<file path="src/rtl/seq_multiplier.sv">
// Sequential 8x8 -> 16-bit unsigned shift-and-add multiplier around an 8-bit ripple adder.
// Optional feature macro: MULT_ZERO_SKIP_EN (zero operand completes in one cycle, busy stays low).

module adder_zero (
  input  logic [7:0] in0,
  input  logic [7:0] in1,
  output logic [8:0] out
);
  logic [8:0] carry;

  assign carry[0] = 1'b0;

  generate
    for (genvar gi = 0; gi < 8; gi++) begin : g_fa
      assign out[gi]       = in0[gi] ^ in1[gi] ^ carry[gi];
      assign carry[gi + 1] = (in0[gi] & in1[gi]) | (carry[gi] & (in0[gi] ^ in1[gi]));
    end
  endgenerate

  assign out[8] = carry[8];
endmodule

module seq_multiplier (
  input  logic        clk,
  input  logic        reset,
  input  logic        start,
  input  logic [7:0]  a,
  input  logic [7:0]  b,
  output logic [15:0] product,
  output logic        busy,
  output logic        done
);
  typedef enum logic [1:0] {IDLE, RUN, DONE} state_t;

  state_t      state_q;
  logic [7:0]  m_q;
  logic [7:0]  a_q;
  logic [7:0]  q_q;
  logic [3:0]  cnt_q;
  logic [15:0] product_q;
  logic        busy_q;
  logic        done_q;
  logic        skip_q;

  logic [7:0]  addend;
  logic [8:0]  sum;
  logic [7:0]  a_d;
  logic [7:0]  q_d;
  logic        zero_op;

  assign addend = q_q[0] ? m_q : 8'h00;

  adder_zero u_adder (
    .in0 (a_q),
    .in1 (addend),
    .out (sum)
  );

  // The adder carry lands in A[7] after the shift, so no product bit is lost.
  assign a_d = sum[8:1];
  assign q_d = {sum[0], q_q[7:1]};

`ifdef MULT_ZERO_SKIP_EN
  assign zero_op = (a == 8'h00) || (b == 8'h00);
`else
  assign zero_op = 1'b0;
`endif

  always_ff @(posedge clk) begin
    if (reset) begin
      state_q   <= IDLE;
      m_q       <= 8'h00;
      a_q       <= 8'h00;
      q_q       <= 8'h00;
      cnt_q     <= 4'd0;
      product_q <= 16'h0000;
      busy_q    <= 1'b0;
      done_q    <= 1'b0;
      skip_q    <= 1'b0;
    end else begin
      case (state_q)
        IDLE: begin
          busy_q <= 1'b0;
          done_q <= 1'b0;
          if (start) begin
            m_q     <= a;
            q_q     <= b;
            a_q     <= 8'h00;
            cnt_q   <= 4'd0;
            busy_q  <= ~zero_op;
            skip_q  <= zero_op;
            state_q <= RUN;
          end
        end
        RUN: begin
          if (skip_q) begin
            // Zero operand: spend one silent cycle so done lands after edge 1.
            product_q <= 16'h0000;
            done_q    <= 1'b1;
            busy_q    <= 1'b0;
            skip_q    <= 1'b0;
            state_q   <= DONE;
          end else begin
            a_q   <= a_d;
            q_q   <= q_d;
            cnt_q <= cnt_q + 4'd1;
            if (cnt_q == 4'd7) begin
              product_q <= {a_d, q_d};
              done_q    <= 1'b1;
              busy_q    <= 1'b0;
              state_q   <= DONE;
            end
          end
        end
        DONE: begin
          done_q  <= 1'b0;
          state_q <= IDLE;
        end
        default: begin
          state_q <= IDLE;
        end
      endcase
    end
  end

  assign product = product_q;
  assign busy    = busy_q;
  assign done    = done_q;
endmodule
</file>
<file path="config.mk">
export PLATFORM = sky130hd
export DESIGN_NAME = seq_multiplier
export DESIGN_NICKNAME = d
export VERILOG_FILES = /design/src/rtl/seq_multiplier.sv
export SDC_FILE = /design/constraint.sdc
export NUM_CORES = 1
export LEC_CHECK = 0
export ABC_AREA = 1
export CORE_AREA = 2 2 81 115
export DETAILED_ROUTE_END_ITERATION = 6
export DIE_AREA = 0 0 83 117
export GPL_ROUTABILITY_DRIVEN = 0
export PLACE_DENSITY = 0.42
export SLEW_MARGIN = 20
export SYNTH_ARGS = -nofsm -noshare
export SYNTH_HDL_FRONTEND = slang
export SYNTH_HIERARCHICAL = 1
export SYNTH_SLANG_ARGS = --single-unit
</file>
<file path="constraint.sdc">
create_clock -name clk -period 10.3 [get_ports clk]
set_input_delay 2.575 -clock clk [delete_from_list [all_inputs] [get_ports clk]]
set_output_delay 2.575 -clock clk [all_outputs]
set_load 0.01 [all_outputs]
</file>
==> run_results.csv, run 1 <==
group,metric,value,unit
pwr,combPwrFrac,0.097,
yosys,synth_fa_ha_area_frac,0.07778,
sta,setup-tns-final,0,ns
critical_path,cp-startpoint,"reset",
critical_path,path_common_cell,"nand2_1",
min_path,min_path_cells,2,
clock_tree,cts_tree,"yes",
drt,drtAntennaViolNets,0,
clock_tree,post_cts_buffers,0,
drt,wl_per_cell,11.60,um
status,outcome,"finished clean",
sta,setup_viol,0,
critical_path,critPathLaunchType,"input port",
drt,vias,1716,
drt,drt-met1-wl,2.183,mm
placed_design,numPortBuffers,36,
die,dieArea,9711,um^2
global_route,antenna_found_initial,0,
yosys,synthMuxAreaShare,0,
die,die_h,117,um
min_path,min_path_type,"reg2reg",
placed_design,dpl.hpwl,3.417,mm
sta,worst_pin_slew,0.7340,ns
clock_tree,cts_htree_levels,2,
drt,routed_wl,4.838,mm
die,num_io_pins,37,
die,die_width,83,um
pwr,pwr-share-seq,0.489,
critical_path,crit_slowest_cell,"clkdlybuf4s50_1",
global_route,grt_pass1_wl,8.245,mm
clock_tree,cts_buffer_depth,2,
yosys,postSynthAreaPerCell,7.665,um^2
critical_path,reg2reg_depth,16,
pwr,vdd_drop_max,0.00009039,V
yosys,syn_inst,277,
drt,dr.pass1.iters,4,
cells_and_area,layout.nets,337,
sta,setup_ws,6.178,ns
clock_tree,clock-sinks,48,
pwr,power_density,149.7,nW/um^2
sta,drv_slew,0,
critical_path,required,10.48,ns
die,initial_core_util,0.2420,
yosys,synth_top_family_by_area,"simple AND/OR/NAND/NOR gates",
critical_path,rr_startpoint,"q_q[0]",
critical_path,path_cells,"clkdlybuf4s50_1 > inv_2 > nand3_4 > clkinv_4 > nand2_1 > nand2_1",
sta,min_period,4.122,ns
critical_path,worstPathArrival,4.30,ns
drt,route.detailed.drc,0,
sta,rsz0062_at_grt,"false",
placed_design,place_ws,5.814,ns
critical_path,reg2reg_setup_slack,6.50,ns
drt,wl_met2,2.377,mm
min_path,hp-start,"a_q[7]",
sta,max_freq,0.2426,GHz
cells_and_area,final_layout_size_suffix_gt1_frac,0.05161,
yosys,ys_ff_latch,48,
cells_and_area,area_growth,26.52,%
clock_tree,cts-buffers-inserted,5,
sta,relSlewSlack,0.5088,
critical_path,critPathMaxFanout,36,
cells_and_area,antennaDiodeCount,0,
min_path,min_to,"a_q[7]",
drt,top_layer_used,"met4",
yosys,synth_fp_nets,305,
critical_path,worstSetupPathType,"in2reg",
job,drv_cap,0,
clock_tree,clk_pin_slew,0.06,ns
sta,hold-worst-slack,0.4673,ns
sta,fin_crit_sh,0.4002,
global_route,grt_usage,0.1075,
critical_path,cp-end-kind,"flop",
clock_tree,cts_hold_buf,0,
die,core,8772,um^2
die,rows,41,
critical_path,reg2reg_to,"a_q[6]",
drt,viasPerCell,4.115,
pwr,p_clk_frac,0.414,
yosys,synth-simple-area-share,0.2628,
pwr,p_int,0.0003039,W
critical_path,slowest_delay,0.78,ns
yosys,ys_seq_area_frac,0.4526,
yosys,synth_compound_area_frac,0.1043,
clock_tree,root_buffer,"clkbuf_16",
global_route,grt_pass1_vias,1763,
yosys,syn_area,2123,um^2
clock_tree,cts_resized,0,
global_route,grt_overflow_total,0,
sta,finalHoldViolations,0,
pwr,p_leak,1.163,nW
global_route,grt_max_degree,37,
drt,wl_met3,176,um
yosys,ys_types,21,
sta,finClkSkew,0.003768,ns
drt,drt_first_iter_violations,95,
yosys,synth_xor_area_frac,0,
yosys,yosysWarnings,6,
clock_tree,worstSkewPairLatency,0.29,ns
pwr,swShare,0.2445,
pwr,switchingPower,0.00009836,W
stage by stage:
stage | power, W | std cells | util | instance area [um^2]
finish | 0.0004022 | 417 | 0.3062 | 2686
global route | 0.0004233 | 417 | 0.3062 | 2686
CTS | 0.0004099 | 417 | 0.3062 | 2686
detailed placement | 0.0002410 | 409 | 0.2893 | 2537
global placement | 0.0002406 | 409 | 0.2893 | 2537
floorplan | 0.0002281 | 277 | - | 2123
worst max-delay path: cells and delay by family:
family | cells | cell delay, ns
and+or+nand+nor | 3 | 0.42
buffers and inverters | 3 | 1.30
cells by family after synthesis:
logic type,Yosys count
and+or+nand+nor,133
DFF,48
buffers and inverters,45
AOI/OAI and AO/OA,42
adders and majority gates,9
layout by cell type (no fill, tap or decap):
master	count
nand2_4	2
ha_1	2
nand2_1	75
inv_6	1
nand3_4	1
clkinv_4	1
clkbuf_8	1
o21ai_1	16
fa_1	7
clkdlybuf4s50_1	36
o21ai_0	11
inv_1	31
clkbuf_16	5
nand3_1	18
o21ai_4	1
dfxtp_1	48
nor2_1	36
nor2_4	1
a21oi_1	14
inv_2	1
clkinv_2	2
layer usage:
metal / GRT usage / vias up
met3: 0.02735 / 8
li1: - / 918
met4: 0.05792 / 0
met5: 0 / -
met2: 0.1930 / 30
met1: 0.1171 / 760
cell type report:
type / instances / area [um^2]
clock buffer: 6 / 138.9
multi-input combinational: 184 / 944.7
fill: 950 / 6086
timing repair buffer: 36 / 360.3
inverter: 34 / 137.6
tap: 107 / 133.9
clock inverter: 2 / 10.01
sequential: 48 / 960.9
worst max-delay path by stage:
stage,to,slack (ns),cells after the start
2_1_floorplan,a_q[6],6.66,17
3_5_place_dp,product[11],5.81,6
5_1_grt,product[11],6.01,6
3_3_place_gp,product[14],5.84,6
4_1_cts,product[15],6.12,6
6_report,product[11],6.18,6
cell usage after synthesis:
library cell  number  area [um^2]
buf_2              1        5.000
buf_6              5        56.30
nor2_4             1        11.26
inv_1             31        116.4
nand3_1           18        90.09
o21ai_4            1        16.27
o21ai_1           16        80.08
fa_1               7        140.1
nand3_4            1        17.52
clkbuf_1           3        11.26
o21ai_0           11        55.05
nor2_1            36        135.1
ha_1               2        25.02
inv_6              1        8.760
clkinv_4           1        8.760
nand2_1           75        281.5
inv_2              1        3.750
dfxtp_1           48        960.9
buf_1              2        7.510
a21oi_1           14        70.07
nand2_4            2        22.52
state kept, by name, summed over array words and instances (netlist names):
signal and cells:
m_q 8, busy 1, product 16, q_q 8, a_q 8, done 1, state_q 2, cnt_q 4
power by group through the flow:
| stage | Combinational (W) | Sequential, W | Clock [W] |
|---|---|---|---|
| global route | 0.0000452 | 0.000198 | 0.000180 |
| detailed placement | 0.0000400 | 0.000201 | 0 |
| floorplan | 0.0000286 | 0.000200 | 0 |
| finish | 0.0000390 | 0.000197 | 0.000167 |
| global placement | 0.0000398 | 0.000201 | 0 |
| CTS | 0.0000403 | 0.000197 | 0.000173 |
Power figures use the tool's default switching activity.
==> run 2: changes to the inputs <==
==> constraint.sdc (replaced) <==
create_clock -name clk -period 3.9 [get_ports clk]
set_input_delay 0.975 -clock clk [delete_from_list [all_inputs] [get_ports clk]]
set_output_delay 0.975 -clock clk [all_outputs]
set_load 0.01 [all_outputs]
==> run 2 against run 1 <==
Net effect:
- sequential share of layout area unchanged
- critical path type is now reg2reg
- sequential power rose to 2.6 times the previous value
- final cell count up 0.24%
- first-iteration DRC count up 9.5%
==> run_results.csv, run 2 (same netlist as run 1, synthesis figures left out) <==
group,metric,value,unit
cells_and_area,antennaDiodeCount,0,
pwr,pwr-share-seq,0.502,
critical_path,crit_slowest_cell,"fa_1",
drt,drt_first_iter_violations,104,
min_path,min_path_type,"reg2reg",
sta,worst_pin_slew,0.7623,ns
die,num_io_pins,37,
critical_path,path_cells,"buf_4 > nand2_1 > inv_1 > inv_1 > fa_1 > inv_1 > fa_1 > fa_1 > fa_1 > fa_1 > fa_1 > inv_1 > fa_1 > inv_1 > nand2_1 > a21oi_1",
critical_path,slowest_delay,0.42,ns
drt,route.detailed.drc,0,
cells_and_area,final_cell_area,2686,um^2
critical_path,worstSetupPathType,"reg2reg",
clock_tree,cts_tree,"yes",
global_route,grt_overflow_total,0,
critical_path,path_buf_inv,6,
die,die_h,117,um
pwr,vdd_drop_max,0.0001683,V
pwr,p_leak,1.163,nW
critical_path,worstPathArrival,3.83,ns
global_route,grt_usage,0.1030,
sta,finalHoldViolations,0,
drt,routed_wl,4.682,mm
clock_tree,cts_buffer_depth,2,
cells_and_area,mostFrequentLayoutCells,"75 x nand2_1, 48 x dfxtp_1, 36 x nor2_1, 36 x clkdlybuf4s50_1, 31 x inv_1",
pwr,p_clk_frac,0.395,
drt,dr.pass1.iters,4,
sta,drv_slew,0,
clock_tree,cts_hold_buf,0,
global_route,antenna_found_initial,0,
job,drv_cap,0,
placed_design,numPortBuffers,36,
global_route,grt_pass1_wl,8.024,mm
cells_and_area,area_growth,26.52,%
sta,min_period,3.619,ns
drt,drtAntennaViolNets,0,
pwr,p_int,0.0007849,W
drt,wl_per_cell,11.20,um
sta,finClkSkew,0.003263,ns
drt,vias,1704,
clock_tree,post_cts_buffers,0,
sta,rsz0062_at_grt,"false",
die,dieArea,9711,um^2
pwr,switchingPower,0.0002471,W
clock_tree,clk_pin_slew,0.06,ns
critical_path,path_common_cell,"fa_1",
clock_tree,cts_htree_levels,2,
drt,viasPerCell,4.077,
clock_tree,root_buffer,"clkbuf_16",
clock_tree,worstSkewPairLatency,0.28,ns
pwr,swShare,0.2395,
pwr,power_density,384.2,nW/um^2
cells_and_area,layout.nets,339,
critical_path,required,4.11,ns
die,core,8772,um^2
clock_tree,clock-sinks,48,
die,rows,41,
sta,max_freq,0.2763,GHz
clock_tree,cts-buffers-inserted,5,
sta,setup_viol,0,
status,outcome,"finished clean",
die,initial_core_util,0.2420,
placed_design,dpl.hpwl,3.327,mm
placed_design,placed_cell_area,2552,um^2
global_route,grt_pass1_vias,1676,
cells_and_area,nFillCells,939,
critical_path,critPathLaunchType,"flop",
critical_path,critPathMaxFanout,8,
clock_tree,cts_resized,0,
global_route,grt_max_degree,37,
critical_path,cp-end-kind,"flop",
cells_and_area,final_layout_size_suffix_gt1_frac,0.05145,
die,die_width,83,um
sta,relSlewSlack,0.4899,
sta,setup-tns-final,0,ns
critical_path,crit_family,"adder cells",
cells_and_area,final_common_cell,"nand2_1",
sta,fin_crit_sh,0.9278,
pwr,combPwrFrac,0.103,
cells_and_area,largest_reg_flops,16,
==> run 2: cell count changes in the layout (fill, tap and decap cells not counted) <==
cell	before	now
clkbuf_8	1	0
clkinv_2	2	1
buf_4	0	2
clkbuf_1	0	1
==> run 2: routing by layer <==
layer / global-route usage / share of wire / vias to the layer above
met1: 0.1155 / 0.47 / 745
met4: 0.03934 / 0.017 / 0
met2: 0.1898 / 0.48 / 25
met5: 0 / 0 / -
met3: 0.02454 / 0.036 / 5
li1: - / - / 929
==> run 2: per-stage QoR <==
stage                     instances    util  hold WS, ns  setup WS [ns]  total power (W)
after floorplan                 277       -       0.4390         0.2568        0.0006025
after global placement          411  0.2910       0.4531         0.3214        0.0006381
after detailed placement        411  0.2910       0.4562         0.2975        0.0006378
after CTS                       418  0.3062       0.4666         0.2691         0.001051
after global routing            418  0.3062       0.4947         0.1017         0.001087
final                           418  0.3062       0.4634         0.2814         0.001032
==> run 2: power groups by stage <==
stage | combinational (W) | sequential (W) | clock, W
6_report | 0.000106 | 0.000518 | 0.000408
5_1_grt | 0.000122 | 0.000520 | 0.000445
4_1_cts | 0.000109 | 0.000518 | 0.000424
3_5_place_dp | 0.000108 | 0.000529 | 0
3_3_place_gp | 0.000109 | 0.000529 | 0
2_1_floorplan | 0.0000755 | 0.000527 | 0
==> run 2: worst min-delay path: stages, from the launching register on <==
cell and delay [ns]:
dfxtp_1 0.31, nand2_1 0.06, a21oi_1 0.05
==> run 2: final cells by class <==
| cell class | instances | area, um^2 | share of cell area |
|---|---|---|---|
| tap | 107 | 133.9 | 0.04984 |
| clock buffer | 6 | 128.9 | 0.04797 |
| multi-input combinational | 184 | 944.7 | 0.3517 |
| timing repair buffer | 38 | 375.4 | 0.1397 |
| sequential | 48 | 960.9 | 0.3577 |
| inverter | 34 | 137.6 | 0.05123 |
| clock inverter | 1 | 5.005 | 0.001863 |
==> run 2: path summary, 6_finish.rpt <==
path         startpoint      to  slack [ns]  cells past startpoint
min reg2reg      a_q[7]  a_q[7]        0.46                      2
min              a_q[7]  a_q[7]        0.46                      2
max              q_q[0]  a_q[6]        0.28                     16
max reg2reg      q_q[0]  a_q[6]        0.28                     16
